[config.mk]
export PLATFORM = sky130hd
export DESIGN_NAME = vram_write_scheduler
export DESIGN_NICKNAME = d
export VERILOG_FILES = /design/src/rtl/vram_write_scheduler.sv
export SDC_FILE = /design/constraint.sdc
export NUM_CORES = 1
export LEC_CHECK = 0
export BUFFER_PORTS_ARGS = -buffer_cell sky130_fd_sc_hd__buf_2
export CAP_MARGIN = 25
export CORE_AREA = 3 3 171 239
export DETAILED_ROUTE_END_ITERATION = 10
export DIE_AREA = 0 0 174 242
export GPL_TIMING_DRIVEN = 0
export PLACE_DENSITY = 0.47
export SYNTH_ARGS = -nofsm -noshare
export SYNTH_HDL_FRONTEND = slang
export SYNTH_SLANG_ARGS = --single-unit
[constraint.sdc]
create_clock -name clk -period 3.6 [get_ports clk]
set_input_delay 0.72 -clock clk [delete_from_list [all_inputs] [get_ports clk]]
set_output_delay 0.72 -clock clk [all_outputs]
set_load 0.01 [all_outputs]
[src/rtl/vram_write_scheduler.sv]
// Arbitrates CPU bus writes (small FIFO) and a block-fill engine onto the tile/attr/color VRAM write ports.
// Optional VRAM_BLANK_GATE_EN adds a blanking input; grants then only happen while blanking is high.
module vram_write_scheduler #(
   parameter int unsigned FIFO_DEPTH = 4,
   parameter logic [15:0] ATTR_BASE  = 16'h0800,
   parameter logic [15:0] COLOR_BASE = 16'h1800
) (
   input  logic        clk,
   input  logic        rst,
`ifdef VRAM_BLANK_GATE_EN
   input  logic        blanking,
`endif
   input  logic        cpu_wr_valid,
   input  logic [15:0] cpu_wr_addr,
   input  logic [7:0]  cpu_wr_data,
   output logic        cpu_fifo_full,
   output logic        cpu_overflow,
   input  logic        fill_start,
   input  logic [15:0] fill_base,
   input  logic [15:0] fill_len,
   input  logic [7:0]  fill_value,
   output logic        fill_busy,
   output logic        fill_done,
   output logic        tile_we,
   output logic [10:0] tile_addr,
   output logic [7:0]  tile_data,
   output logic        attr_we,
   output logic [11:0] attr_addr,
   output logic [7:0]  attr_data,
   output logic        color_we,
   output logic [3:0]  color_addr,
   output logic [7:0]  color_data
);

   localparam int unsigned PW = (FIFO_DEPTH > 1) ? $clog2(FIFO_DEPTH) : 1;
   localparam int unsigned CW = PW + 1;

   typedef enum logic [1:0] {S_IDLE, S_RUN, S_DONE} fill_state_t;
   typedef enum logic {RR_CPU, RR_FILL} rr_t;

   logic [15:0]   fifo_addr_q [FIFO_DEPTH];
   logic [7:0]    fifo_data_q [FIFO_DEPTH];
   logic [PW-1:0] wr_ptr_q, rd_ptr_q;
   logic [CW-1:0] count_q, count_d;
   logic          full_q, overflow_q;

   fill_state_t   state_q;
   logic [15:0]   cur_q, rem_q;
   logic [7:0]    val_q;
   logic          busy_q, done_q;
   rr_t           rr_q;

   logic          gate_ok, cpu_req, fill_req, contested;
   logic          grant_cpu, grant_fill, push, pop;
   logic [15:0]   wr_addr;
   logic [7:0]    wr_data;
   logic [11:0]   attr_off;

`ifdef VRAM_BLANK_GATE_EN
   assign gate_ok = blanking;
`else
   assign gate_ok = 1'b1;
`endif

   assign cpu_req   = (count_q != '0);
   assign fill_req  = (state_q == S_RUN);
   assign contested = gate_ok & cpu_req & fill_req;

   always_comb begin
      grant_cpu  = 1'b0;
      grant_fill = 1'b0;
      if (gate_ok) begin
         if (cpu_req && fill_req) begin
            grant_cpu  = (rr_q == RR_CPU);
            grant_fill = (rr_q == RR_FILL);
         end else begin
            grant_cpu  = cpu_req;
            grant_fill = fill_req;
         end
      end
   end

   // A full queue still accepts a push when the same clk pops an entry.
   assign pop     = grant_cpu;
   assign push    = cpu_wr_valid && ((count_q < CW'(FIFO_DEPTH)) || pop);
   assign count_d = count_q + CW'(push) - CW'(pop);

   assign wr_addr  = grant_cpu ? fifo_addr_q[rd_ptr_q] : cur_q;
   assign wr_data  = grant_cpu ? fifo_data_q[rd_ptr_q] : val_q;
   assign attr_off = wr_addr[11:0] - ATTR_BASE[11:0];

   always_ff @(posedge clk) begin
      if (push) begin
         fifo_addr_q[wr_ptr_q] <= cpu_wr_addr;
         fifo_data_q[wr_ptr_q] <= cpu_wr_data;
      end
   end

   always_ff @(posedge clk or posedge rst) begin
      if (rst) begin
         wr_ptr_q   <= '0;
         rd_ptr_q   <= '0;
         count_q    <= '0;
         full_q     <= 1'b0;
         overflow_q <= 1'b0;
         rr_q       <= RR_CPU;
      end else begin
         if (push) wr_ptr_q <= wr_ptr_q + PW'(1);
         if (pop)  rd_ptr_q <= rd_ptr_q + PW'(1);
         count_q    <= count_d;
         full_q     <= (count_d == CW'(FIFO_DEPTH));
         overflow_q <= overflow_q | (cpu_wr_valid & ~push);
         if (contested) rr_q <= (rr_q == RR_CPU) ? RR_FILL : RR_CPU;
      end
   end

   always_ff @(posedge clk or posedge rst) begin
      if (rst) begin
         state_q <= S_IDLE;
         cur_q   <= '0;
         rem_q   <= '0;
         val_q   <= '0;
         busy_q  <= 1'b0;
         done_q  <= 1'b0;
      end else begin
         done_q <= 1'b0;
         case (state_q)
            S_IDLE: begin
               if (fill_start) begin
                  if (fill_len == 16'd0) begin
                     done_q <= 1'b1;
                  end else begin
                     state_q <= S_RUN;
                     cur_q   <= fill_base;
                     rem_q   <= fill_len;
                     val_q   <= fill_value;
                     busy_q  <= 1'b1;
                  end
               end
            end
            S_RUN: begin
               if (grant_fill) begin
                  cur_q <= cur_q + 16'd1;
                  rem_q <= rem_q - 16'd1;
                  if (rem_q == 16'd1) begin
                     state_q <= S_DONE;
                     busy_q  <= 1'b0;
                     done_q  <= 1'b1;
                  end
               end
            end
            default: state_q <= S_IDLE;
         endcase
      end
   end

   always_ff @(posedge clk or posedge rst) begin
      if (rst) begin
         tile_we    <= 1'b0;
         tile_addr  <= '0;
         tile_data  <= '0;
         attr_we    <= 1'b0;
         attr_addr  <= '0;
         attr_data  <= '0;
         color_we   <= 1'b0;
         color_addr <= '0;
         color_data <= '0;
      end else begin
         tile_we  <= 1'b0;
         attr_we  <= 1'b0;
         color_we <= 1'b0;
         if (grant_cpu || grant_fill) begin
            if (wr_addr < ATTR_BASE) begin
               tile_we   <= 1'b1;
               tile_addr <= wr_addr[10:0];
               tile_data <= wr_data;
            end else if (wr_addr < COLOR_BASE) begin
               attr_we   <= 1'b1;
               attr_addr <= attr_off;
               attr_data <= wr_data;
            end else begin
               color_we   <= 1'b1;
               color_addr <= wr_addr[3:0];
               color_data <= wr_data;
            end
         end
      end
   end

   assign cpu_fifo_full = full_q;
   assign cpu_overflow  = overflow_q;
   assign fill_busy     = busy_q;
   assign fill_done     = done_q;

endmodule

==> summary.md, run 1 <==
| Metric | Value |
|---|---|
| Outcome | finished clean |
| Number of antenna violations at the first check in global routing | 4 |
| Post CTS Setup Buffer Count | 0 |
| WL final | roughly 25000 um |
| 1st-pass router iterations | 5 |
| Vert. Die Dim | between 200 and 250 um |
| Switching power total | 3.77 mW |
| Slack of the critical path | about 650 ps |
| Full die area | 0.0421 sq mm |
| Critical Path Source Type | register |
| Final ANT Viol Nets | 0 |
| Minimum hold slack | roughly 150 ps |
| Sequential group share of total power | between 30 and 40% |
| Number of flip-flops and latches in the synthesized netlist | about 200 |
| Layout cell share with drive strength beyond 1 | about 31% |
| Clock transition at the registers of the reported paths | around 60 ps |
| Arrival time at the worst endpoint | between 3000 and 4000 ps |
| Root buffer selected by CTS | clkbuf_16 |
| GP Congestion | 0.776 |
| Crit Path Max Fanout | 10 |
| Proportion of synthesized chip area in sequential cells | 62.8% |
| Worst setup EP type | register |
| Post-Synthesis Cells | around 670 |
| Highest Clock Rate | between 0.3 and 0.4 GHz |
| Max Root-Sink Buffers | 3 |
| Combined area of all synthesized cells | 0.00889 sq mm |
| CTS tree | done |
| Wirelength per Cell | 18.3 um |
| Number of max-slew violations in the final report | 0 |
| Met2 capacity usage during global routing | around a fifth |
| Number of distinct library cells after synthesis | 57 |
| Final Power | between 10 and 15 mW |
| First-pass GRT wire length | between 30000 and 40000 um |
| Via count of the first global-routing pass | between 6000 and 7000 |
| DP Area | 0.0102 sq mm |
| Total overflow reported by the global router | 0 |
| VDD IR max | just over 0.3 mV |
| Std cell rows | 85 |
| Type of the worst setup path | reg -> reg |
| Top FF cell, synth | dfrtp_1 |
| Slew of the pin with the lowest slew margin | ~740 ps |
| Global routing usage on met1 | 13.9% |
| Max transition margin | 50.7% |
| Number of hold-slack violations in the final timing report | 0 |
| Final core utilization | between 20% and 30% |
| Count of flip-flops with a built-in enable after synthesis | between 90 and 100 |
| Total number of H-tree levels | 1 |
| YS warnings | 0 |
| Clock latency reported for the late side of the worst-skew pair | approximately 520 ps |
| Routed vias/inst | about 4.3 |
| WP data required | between 3000 and 4000 ps |
| Commonest non-fill, non-tap cells in the layout | 131 x buf_2, 114 x nand2_1, 108 x dfrtp_1, 96 x edfxtp_1, 46 x a21oi_1 |
| Nets@finish | 899 |
| Post-detailed-route DRC marker count | 0 |
| Post-synthesis async set-or-reset flop share | between 50% and 60% |
| Pin count of the biggest net entering global routing | 88 |
| RSZ-0062 raised after global routing | false |
| Cell count after placement | ~1300 |
| Maxcap violations | 0 |
| Layout overhead on the synthesized area | 23.8% |
| Fin area | between 0.01 and 0.015 sq mm |
| Power Internal | about 6.7 mW |
| Ratio of total power to cell area | ~950 mW/mm^2 |
| Total global routing track utilization | 11.6% |
| Sum of net half-perimeters after detailed placement | 18000 um |
| Number of top-level design ports | between 100 and 150 |
| Clock sink total | slightly above 200 |
| Worst setup slack after placement | ~590 ps |
| Count of final setup violators | 0 |
| Post-route fraction of the period consumed by the critical path | between 80 and 90% |
| Net Sw Frac | 36.0% |
| Leak pwr | around 4.6 nW |
| Mean cell area of the mapped netlist | between 10 and 15 sq um |
| Effective utilization at floorplan | between 20% and 30% |
| Nets in the synthesized netlist | approximately 750 |
| Worst reg-to-reg setup slack | 650 ps |
| Layout Skew | around 16 ps |
| Highest-utilization routing layer at the global route stage | met2 |
| Total clock buffers created by CTS | 22 |
| Leading cell type in the layout, fill and taps excluded | buf_2 |
| Number of I/O port buffers | about 130 |
| Starting DRT DRC Count | about 370 |
| Core area | approximately 0.039 sq mm |
| Vias | slightly below 6000 |
| Sum Neg Setup Slack | 0 ps |
| GRT met3 Usage | approximately 2.4% |
| Die outline width | around 170 um |
| Final critical path time including I/O delays and setup | approximately 3000 ps |
| Hold bufs inserted after CTS | 0 |
| CTS resizes | 0 |
| Relative contribution of the clock network to total power | 22.9% |
| Fin cells | 1361 |
| Part of the total power dissipated in combinational logic | between 40% and 50% |
| Type of the most critical hold path | in -> async |
## critical path: stages (launching register included)
cell	delay, ps
dfrtp_1	370
clkbuf_1	470
nor2b_1	140
nand3_1	190
and2_0	280
nand2b_1	180
nand2_1	70
ha_1	190
fa_1	380
xnor2_1	200
nor3b_1	350
## cells by family after synthesis
logic type	share of synthesized area, %
adders and majority gates	1.35
muxes	13.4
and+or+nand+nor	11.3
DFF	62.8
xor gates and xnor gates	0.591
AOI/OAI and AO/OA	7.81
buffers and inverters	2.75
## cell usage after synthesis (2+ instances only)
library cell	number	area share [%]
xnor2_1	4	0.39
or3_1	2	0.14
o21ai_0	31	1.7
o32ai_1	3	0.30
or4_1	5	0.42
buf_4	3	0.25
ha_1	8	1.1
mux2_4	38	6.4
nand2b_1	3	0.21
nor4_1	3	0.21
nand4_1	4	0.28
a31oi_1	2	0.14
buf_6	7	0.89
nor2b_1	4	0.28
mux4_2	21	5.3
mux2_2	13	1.6
buf_1	2	0.085
a21o_1	2	0.17
inv_1	11	0.46
a22oi_1	3	0.25
nor3_1	12	0.68
clkbuf_1	16	0.68
edfxtp_1	96	32
o21ai_1	3	0.17
and3_1	9	0.63
a211oi_1	3	0.25
o22ai_1	14	0.99
nand3_1	17	0.96
xor2_1	2	0.20
nand2_1	114	4.8
dfrtp_1	108	30
o22a_1	2	0.20
buf_2	6	0.34
nor3b_1	3	0.25
a21oi_1	46	2.6
nor4b_1	3	0.30
nor2_1	26	1.1
## worst paths after layout
check                                   start  cells past startpoint            end
worst min-delay path                      rst                      2        tile_we
worst max-delay path               state_q[1]                     10  cpu_fifo_full
worst min register to register       val_q[1]                      2       val_q[1]
min in group clk                fill_value[6]                      3       val_q[6]
worst max register to register     state_q[1]                     10  cpu_fifo_full
max in group asynchronous                 rst                      3       rem_q[8]
## power groups by stage
stage,Combinational [mW],Sequential [mW],Clock [mW]
3_3_place_gp,4.35,3.78,0
4_1_cts,4.45,3.75,2.47
6_report,4.33,3.74,2.40
3_5_place_dp,4.45,3.78,0
2_1_floorplan,2.96,3.79,0
5_1_grt,4.76,3.85,2.55
## cell type report
type                       count  area (sq um)
sequential                   204          5590
multi-input combinational    419          3060
tap                          522           653
clock buffer                  28           594
buffer                        34           199
clock inverter                10           154
timing repair buffer         129           698
fill                        4046         27700
antenna                        3          7.51
inverter                      12          50.0
## layer usage
metal	part of all wire [%]	vias up
li1	-	2759
met4	2.9	2
met5	0.052	-
met3	4.8	40
met2	51	122
met1	41	2914
## registers in the layout (all words and copies together), names as in the netlist, 3 cells and up
name,cells
tile_data,8
val_q,8
rem_q,16
fifo_addr_q,64
tile_addr,11
color_data,8
cur_q,16
color_addr,4
fifo_data_q,32
attr_data,8
attr_addr,12
count_q,3
(Power assumes the default switching activity.)
==> run 2, diff against run 1 <==
- ABC_AREA: default -> 1
- CORE_AREA: 3 3 171 239 -> 3 3 173 243
- DIE_AREA: 0 0 174 242 -> 0 0 176 246
- clock period: 3.6 -> 2.66 ns (I/O delays scaled with it)
==> summary.md, run 2 <==
| Metric | Value |
|---|---|
| Effective utilization at floorplan | 22.8% (was 23.0%) |
| Worst setup EP type | register (unchanged) |
| Delay of the slowest critical-path stage | 380 ps (was 470 ps) |
| Type of the most critical hold path | in -> reg (was in -> async) |
| Clock sink total | 204 (unchanged) |
| Post-synthesis async set-or-reset flop share | 52.9% (unchanged) |
| RSZ-0062 raised after global routing | false (unchanged) |
| Nets@finish | 1214 (was 899) |
| Share of synthesized cell area in full adder, half adder and majority cells | 1.31% (was 1.35%) |
| DP Area | 0.0106 sq mm (was 0.0102 sq mm) |
| Number of flip-flops and latches in the synthesized netlist | 204 (unchanged) |
| WP data required | 3080 ps (was 3990 ps) |
| Final ANT Viol Nets | 0 (unchanged) |
| Fin area | 0.0113 sq mm (was 0.0110 sq mm) |
| Number of hold-slack violations in the final timing report | 0 (unchanged) |
| CTS tree | done (unchanged) |
| Nets in the synthesized netlist | 1060 (was 746) |
| Ratio of total power to cell area | 1290 mW/mm^2 (was 952 mW/mm^2) |
| Sum of net half-perimeters after detailed placement | 21100 um (was 18000 um) |
| Number of max-slew violations in the final report | 0 (unchanged) |
| Mean cell area of the mapped netlist | 9.33 sq um (was 13.3 sq um) |
| Leading cell type by number of instances after synthesis | nand2_1 (unchanged) |
| 1st-pass router iterations | 5 (unchanged) |
| Total clock buffers created by CTS | 23 (was 22) |
| Crit Path Max Fanout | 17 (was 10) |
| Post-synth top area share | 31.4% (was 32.4%) |
| Vias | 7182 (was 5837) |
| Layout overhead on the synthesized area | 22.9% (was 23.8%) |
| Combined area of all synthesized cells | 0.00918 sq mm (was 0.00889 sq mm) |
| Root buffer selected by CTS | clkbuf_16 (unchanged) |
| Die outline width | 176 um (was 174 um) |
| Slack of the critical path | 381 ps (was 646 ps) |
| Leak pwr | 5.02 nW (was 4.56 nW) |
| Max reg flops | 64 (unchanged) |
| Number of antenna cells inserted | 0 (was 3) |
| Leading cell type in the layout, fill and taps excluded | nand2_1 (was buf_2) |
| Routed vias/inst | 4.26 (was 4.29) |
| Worst setup slack after placement | 94.0 ps (was 585 ps) |
| Fraction of the mapped netlist area in compound gates | 10.4% (was 7.81%) |
| Number of I/O port buffers | 125 (unchanged) |
| Max Root-Sink Buffers | 3 (unchanged) |
| Fin cells | 1685 (was 1361) |
| CTS resizes | 0 (unchanged) |
| Via count of the first global-routing pass | 7362 (was 6160) |
| Register with the highest flop count | fifo_addr_q (unchanged) |
| Final Power | 14.5 mW (was 10.5 mW) |
| Top area cells in the synthesized netlist | edfxtp_1 31%, dfrtp_1 29%, nand2_1 12%, o21ai_0 5.9%, nor2_1 4.3% (was edfxtp_1 32%, dfrtp_1 30%, mux2_4 6.4%, mux4_2 5.3%, nand2_1 4.8%) |
| VDD IR max | 0.447 mV (was 0.305 mV) |
| Core area | 0.0402 sq mm (was 0.0387 sq mm) |
| Combined buffer and inverter count along the critical path | 2 (was 1) |
| Arrival time at the worst endpoint | 2700 ps (was 3340 ps) |
| Pin count of the biggest net entering global routing | 41 (was 88) |
| Full die area | 0.0433 sq mm (was 0.0421 sq mm) |
| Proportion of synthesized chip area in sequential cells | 60.9% (was 62.8%) |
| WL final | 28400 um (was 24900 um) |
| Type of the worst setup path | reg -> reg (unchanged) |
| First-pass GRT wire length | 43500 um (was 38300 um) |
| Layout Skew | 11.8 ps (was 15.6 ps) |
| Slew of the pin with the lowest slew margin | 857 ps (was 739 ps) |
| Final critical path time including I/O delays and setup | 2280 ps (was 2950 ps) |
| GP Congestion | 0.851 (was 0.776) |
| Total number of H-tree levels | 1 (unchanged) |
| Maxcap violations | 0 (unchanged) |
| Wirelength per Cell | 16.9 um (was 18.3 um) |
| Critical path's most frequent cell | nand2_1 |
| YS warnings | 0 (unchanged) |
| Std cell rows | 87 (was 85) |
| Layout cell share with drive strength beyond 1 | 18.3% (was 31.0%) |
| Largest family of logic cells by synthesized area | simple AND/OR/NAND/NOR gates (was multiplexers) |
| Critical-path top delay cell | fa_1 (was clkbuf_1) |
| Number of top-level design ports | 126 (unchanged) |
| Final core utilization | 28.1% (was 28.4%) |
| Cells along the critical path | buf_4 -> nand3_2 -> nand2_4 -> inv_4 -> nand2_1 -> nand2_1 -> ha_1 -> fa_1 -> xor2_1 -> nor3b_1 (was clkbuf_1 -> nor2b_1 -> nand3_1 -> and2_0 -> nand2b_1 -> nand2_1 -> ha_1 -> fa_1 -> xnor2_1 -> nor3b_1) |
| Critical Path Source Type | register (unchanged) |
| Starting DRT DRC Count | 434 (was 374) |
| Multiplexer area fraction after synthesis | 0% (was 13.4%) |
| Most used standard cells in the synthesized netlist | 290 x nand2_1, 109 x o21ai_0, 108 x dfrtp_1, 106 x nor2_1, 96 x edfxtp_1 (was 114 x nand2_1, 108 x dfrtp_1, 96 x edfxtp_1, 46 x a21oi_1, 38 x mux2_4) |
| Post-detailed-route DRC marker count | 0 (unchanged) |
| Total overflow reported by the global router | 0 (unchanged) |
| Cell type with the highest aggregate area in the netlist | edfxtp_1 (unchanged) |
| Number of distinct library cells after synthesis | 35 (was 57) |
| Count of final setup violators | 0 (unchanged) |
| Top FF cell, synth | dfrtp_1 (unchanged) |
| Cell count after placement | 1646 (was 1320) |
| Simple-gate share of the synthesized area | 20.1% (was 11.3%) |
| Commonest non-fill, non-tap cells in the layout | 290 x nand2_1, 140 x buf_2, 109 x o21ai_0, 108 x dfrtp_1, 102 x nor2_1 (was 131 x buf_2, 114 x nand2_1, 108 x dfrtp_1, 96 x edfxtp_1, 46 x a21oi_1) |
| Clock transition at the registers of the reported paths | 60 ps (about the same) |
| Post-Synth XOR/XNOR Area | 1.53% (was 0.591%) |
| Post-route fraction of the period consumed by the critical path | 85.7% (was 82.1%) |
| Largest registers | fifo_addr_q x64, fifo_data_q x32 (unchanged) |
| Number of antenna violations at the first check in global routing | 4 (unchanged) |
| Crit path max-delay family | simple AND/OR/NAND/NOR gates (unchanged) |
| Total global routing track utilization | 13.1% (was 11.6%) |
| Count of flip-flops with a built-in enable after synthesis | 96 (unchanged) |
| Highest Clock Rate | 0.439 GHz (was 0.339 GHz) |
| Post-Synthesis Cells | 983 (was 669) |
| Vert. Die Dim | 246 um (was 242 um) |
| Max transition margin | 42.7% (was 50.7%) |
| Clock latency reported for the late side of the worst-skew pair | 520 ps (about the same) |
| Outcome | finished clean (unchanged) |
run 2: cell count changes after synthesis, sizes merged, moves of 9 or more:
| cell | change |
|---|---|
| xor2 | +10 |
| nand2 | +182 |
| nor2 | +81 |
| buf | +9 |
| nand3 | +15 |
| mux2 | -51 |
| o21ai | +92 |
| a21oi | -37 |
| mux4 | -21 |
| inv | +67 |
| o211ai | +13 |
| and3 | -9 |
run 2: where the power goes:
group,internal (mW),switching [mW],leakage [nW]
logic,2.09,4.35,2.45
registers,4.39,0.601,2.22
clock network,1.77,1.31,0.344
total,8.24,6.26,5.02
run 2: logic make-up after synthesis:
| logic type | count (synthesis) |
|---|---|
| buf+inv | 121 |
| flops | 204 |
| fa+ha+maj | 9 |
| xor+xnor | 16 |
| simple gates | 457 |
| compound gates | 176 |
run 2: cell type report:
cell class | instances | area, sq um
plain buffers | 41 | 229
clock buffers | 25 | 583
clock inverters | 14 | 120
fillers | 4269 | 28900
inverters | 79 | 303
multi-input cells | 658 | 3090
flip-flops and latches | 204 | 5590
well taps | 534 | 668
repair buffers | 130 | 703
run 2: final timing paths:
check                                     from           endpoint  slack (ps)  cells past startpoint
worst max-delay path                state_q[0]      cpu_fifo_full         380                     10
worst min-delay path            cpu_wr_addr[9]  fifo_addr_q[3][9]         230                      1
worst max register to register      state_q[0]      cpu_fifo_full         380                     10
worst min register to register   tile_addr[10]      tile_addr[10]         470                      2
max in group asynchronous                  rst           val_q[5]        1380                      5
min in group asynchronous                  rst          fill_done         530                      3
run 2: metal layers:
metal,track usage [%],share of wire [%],vias to the layer above
li1,-,-,3549
met1,14.8,38,3422
met2,24.4,54,154
met3,2.28,4.6,49
met4,4.66,3.2,8
met5,0,0.17,-
run 2: repair_timing:
item | CTS | global route
setup buffers | 0 | 0
hold buffers | 1 | 0
setup endpoints to repair | 0 | 1
hold endpoints to repair | 10 | 0
run 2: through the flow:
stage          hold WS (ps)  setup TNS (ps)
2_1_floorplan           471               0
3_3_place_gp            453          -82620
3_5_place_dp            460               0
4_1_cts                 210               0
5_1_grt                 216               0
6_report                232               0
==> run 3, diff against run 2 <==
- CORE_AREA: 3 3 173 243 -> 3 3 120 168
- DIE_AREA: 0 0 176 246 -> 0 0 123 171
- PLACE_DENSITY: 0.47 -> 0.79
==> summary.md, run 3 (synthesis gave the netlist of run 2 again) <==
| Metric | Value |
|---|---|
| Worst reg-to-reg setup slack | 140 ps (was 380 ps) |
| Total number of H-tree levels | 1 (unchanged) |
| Max Root-Sink Buffers | 3 (unchanged) |
| Critical R2R Capture | cpu_fifo_full (unchanged) |
| Clock transition at the registers of the reported paths | 70 ps (was 60 ps) |
| Sequential group share of total power | 34.8% (was 34.4%) |
| Multi-input logic area | 0.00307 sq mm (was 0.00309 sq mm) |
| Fin area | 0.0109 sq mm (was 0.0113 sq mm) |
| Routed vias/inst | 5.35 (was 4.26) |
| Highest Clock Rate | 0.397 GHz (was 0.439 GHz) |
| Vias | 7460 (was 7182) |
| Critical Path Source Type | register (unchanged) |
| Cell count after placement | 1358 (was 1646) |
| Register with the highest flop count | fifo_addr_q (unchanged) |
| Clock sink total | 204 (unchanged) |
| Starting DRT DRC Count | 532 (was 434) |
| Power Internal | 8.27 mW (was 8.24 mW) |
| Core area | 0.0187 sq mm (was 0.0402 sq mm) |
| 1st-pass router iterations | 6 (was 5) |
| Outcome | finished clean (unchanged) |
| Type of the worst setup path | reg -> reg (unchanged) |
| Part of the total power dissipated in combinational logic | 44.1% (was 44.4%) |
| Total clock buffers created by CTS | 21 (was 23) |
| Count of final setup violators | 0 (unchanged) |
| Sequential cell area in the final layout | 0.00559 sq mm (unchanged) |
| Largest registers | fifo_addr_q x64, fifo_data_q x32 (unchanged) |
| RSZ-0062 raised after global routing | false (unchanged) |
| Wirelength per Cell | 17.0 um (was 16.9 um) |
| Worst Reg-to-Reg Cells | 11 (was 10) |
| Full die area | 0.0210 sq mm (was 0.0433 sq mm) |
| Relative contribution of the clock network to total power | 21.0% (was 21.2%) |
| Fin cells | 1395 (was 1685) |
| Layout cell share with drive strength beyond 1 | 18.6% (was 18.3%) |
| CTS tree | done (unchanged) |
| CTS resizes | 0 (unchanged) |
| WL final | 23800 um (was 28400 um) |
| Clock latency reported for the late side of the worst-skew pair | 510 ps (was 520 ps) |
| Pin count of the biggest net entering global routing | 44 (was 41) |
| First-pass GRT wire length | 37000 um (was 43500 um) |
| Number of top-level design ports | 126 (unchanged) |
| Post CTS Setup Buffer Count | 0 (unchanged) |
| Total global routing track utilization | 22.4% (was 13.1%) |
| Crit Path Max Fanout | 10 (was 17) |
| Post-route fraction of the period consumed by the critical path | 94.6% (was 85.7%) |
| Number of hold-slack violations in the final timing report | 0 (unchanged) |
| Switching power total | 6.08 mW (was 6.26 mW) |
| Critical register-to-register path startpoint | state_q[0] (unchanged) |
| Commonest non-fill, non-tap cells in the layout | 290 x nand2_1, 140 x buf_2, 109 x o21ai_0, 108 x dfrtp_1, 102 x nor2_1 (unchanged) |
| Std cell rows | 59 (was 87) |
| Total overflow reported by the global router | 0 (unchanged) |
| Minimum hold slack | 101 ps (was 232 ps) |
| Final ANT Viol Nets | 0 (unchanged) |
| Worst setup EP type | register (unchanged) |
| Number of antenna violations at the first check in global routing | 0 (was 4) |
| Maxcap violations | 0 (unchanged) |
| Net Sw Frac | 42.4% (was 43.2%) |
| Arrival time at the worst endpoint | 2930 ps (was 2700 ps) |
| Post-detailed-route DRC marker count | 0 (unchanged) |
| Sum Neg Setup Slack | 0 ps (unchanged) |
| Worst setup slack after placement | 94.7 ps (was 94.0 ps) |
| Number of antenna cells inserted | 0 (unchanged) |
| Leak pwr | 5.03 nW (was 5.02 nW) |
| Final critical path time including I/O delays and setup | 2520 ps (was 2280 ps) |
| Sum of net half-perimeters after detailed placement | 17000 um (was 21100 um) |
| Root buffer selected by CTS | clkbuf_16 (unchanged) |
| Final Power | 14.4 mW (was 14.5 mW) |
| WP data required | 3070 ps (was 3080 ps) |
| Max reg flops | 64 (unchanged) |
| Number of I/O port buffers | 125 (unchanged) |
| Slack of the critical path | 142 ps (was 381 ps) |
| Slew of the pin with the lowest slew margin | 758 ps (was 857 ps) |
| Max transition margin | 49.4% (was 42.7%) |
| Type of the most critical hold path | in -> async (was in -> reg) |
| Nets@finish | 1214 (unchanged) |
| Layout overhead on the synthesized area | 19.3% (was 22.9%) |
| Hold bufs inserted after CTS | 0 (was 1) |
| Layout Skew | 28.6 ps (was 11.8 ps) |
| Ratio of total power to cell area | 1310 mW/mm^2 (was 1290 mW/mm^2) |
| Number of fillers in the final layout | 1539 (was 4269) |
| Vert. Die Dim | 171 um (was 246 um) |
| Effective utilization at floorplan | 49.1% (was 22.8%) |
| Leading cell type in the layout, fill and taps excluded | nand2_1 (unchanged) |
| Die outline width | 123 um (was 176 um) |
| Number of max-slew violations in the final report | 0 (unchanged) |
| GP Congestion | 0.934 (was 0.851) |
| DP Area | 0.0102 sq mm (was 0.0106 sq mm) |
| VDD IR max | 0.617 mV (was 0.447 mV) |
| Via count of the first global-routing pass | 7386 (was 7362) |
| Final core utilization | 58.6% (was 28.1%) |
[run 3: per-layer routing]
layer / GRT usage (%) / part of all wire, % / up-vias / wire [um]
li1: - / - / 3560 / -
met1: 25.1 / 36 / 3530 / 8560
met2: 41.8 / 53 / 298 / 12500
met3: 3.37 / 6.9 / 72 / 1640
met4: 9.88 / 4.3 / 0 / 1020
met5: 0 / 0 / - / 0
[run 3: how the worst max path moves through the flow]
| stage | from | to | slack (ps) | depth (start not counted) |
|---|---|---|---|---|
| after floorplan | state_q[0] | fifo_addr_q[0][0] | 430 | 4 |
| after global placement | cpu_wr_valid | fifo_data_q[3][5] | -470 | 3 |
| after detailed placement | state_q[0] | cpu_fifo_full | 90 | 8 |
| after CTS | state_q[0] | cpu_fifo_full | 60 | 8 |
| after global routing | state_q[0] | cpu_fifo_full | 30 | 11 |
| final | state_q[0] | cpu_fifo_full | 140 | 11 |
[run 3: cell type report]
cell class                 count  share of cell area (%)
clock buffer                  21                    4.80
tap                          244                    2.79
multi-input combinational    658                    28.1
clock inverter                16                    1.69
inverter                      79                    2.77
buffer                        42                    2.13
sequential                   204                    51.0
timing repair buffer         131                    6.74
[run 3: critical path, stage by stage (launching register included)]
cell and delay, ps:
dfrtp_1 330, buf_4 180, nand3_2 160, nand2_4 180, inv_4 70, clkbuf_1 230
nand2_1 180, nand2_1 70, ha_1 200, fa_1 400, xor2_1 210, nor3b_1 240
[run 3: power groups by stage]
stage          clock (mW)  sequential [mW]  combinational [mW]
6_report             3.02             5.00                6.33
5_1_grt              3.19             5.08                7.08
4_1_cts              3.05             4.99                6.34
3_5_place_dp            0             5.02                6.25
3_3_place_gp            0             5.03                5.98
2_1_floorplan           0             5.05                4.14
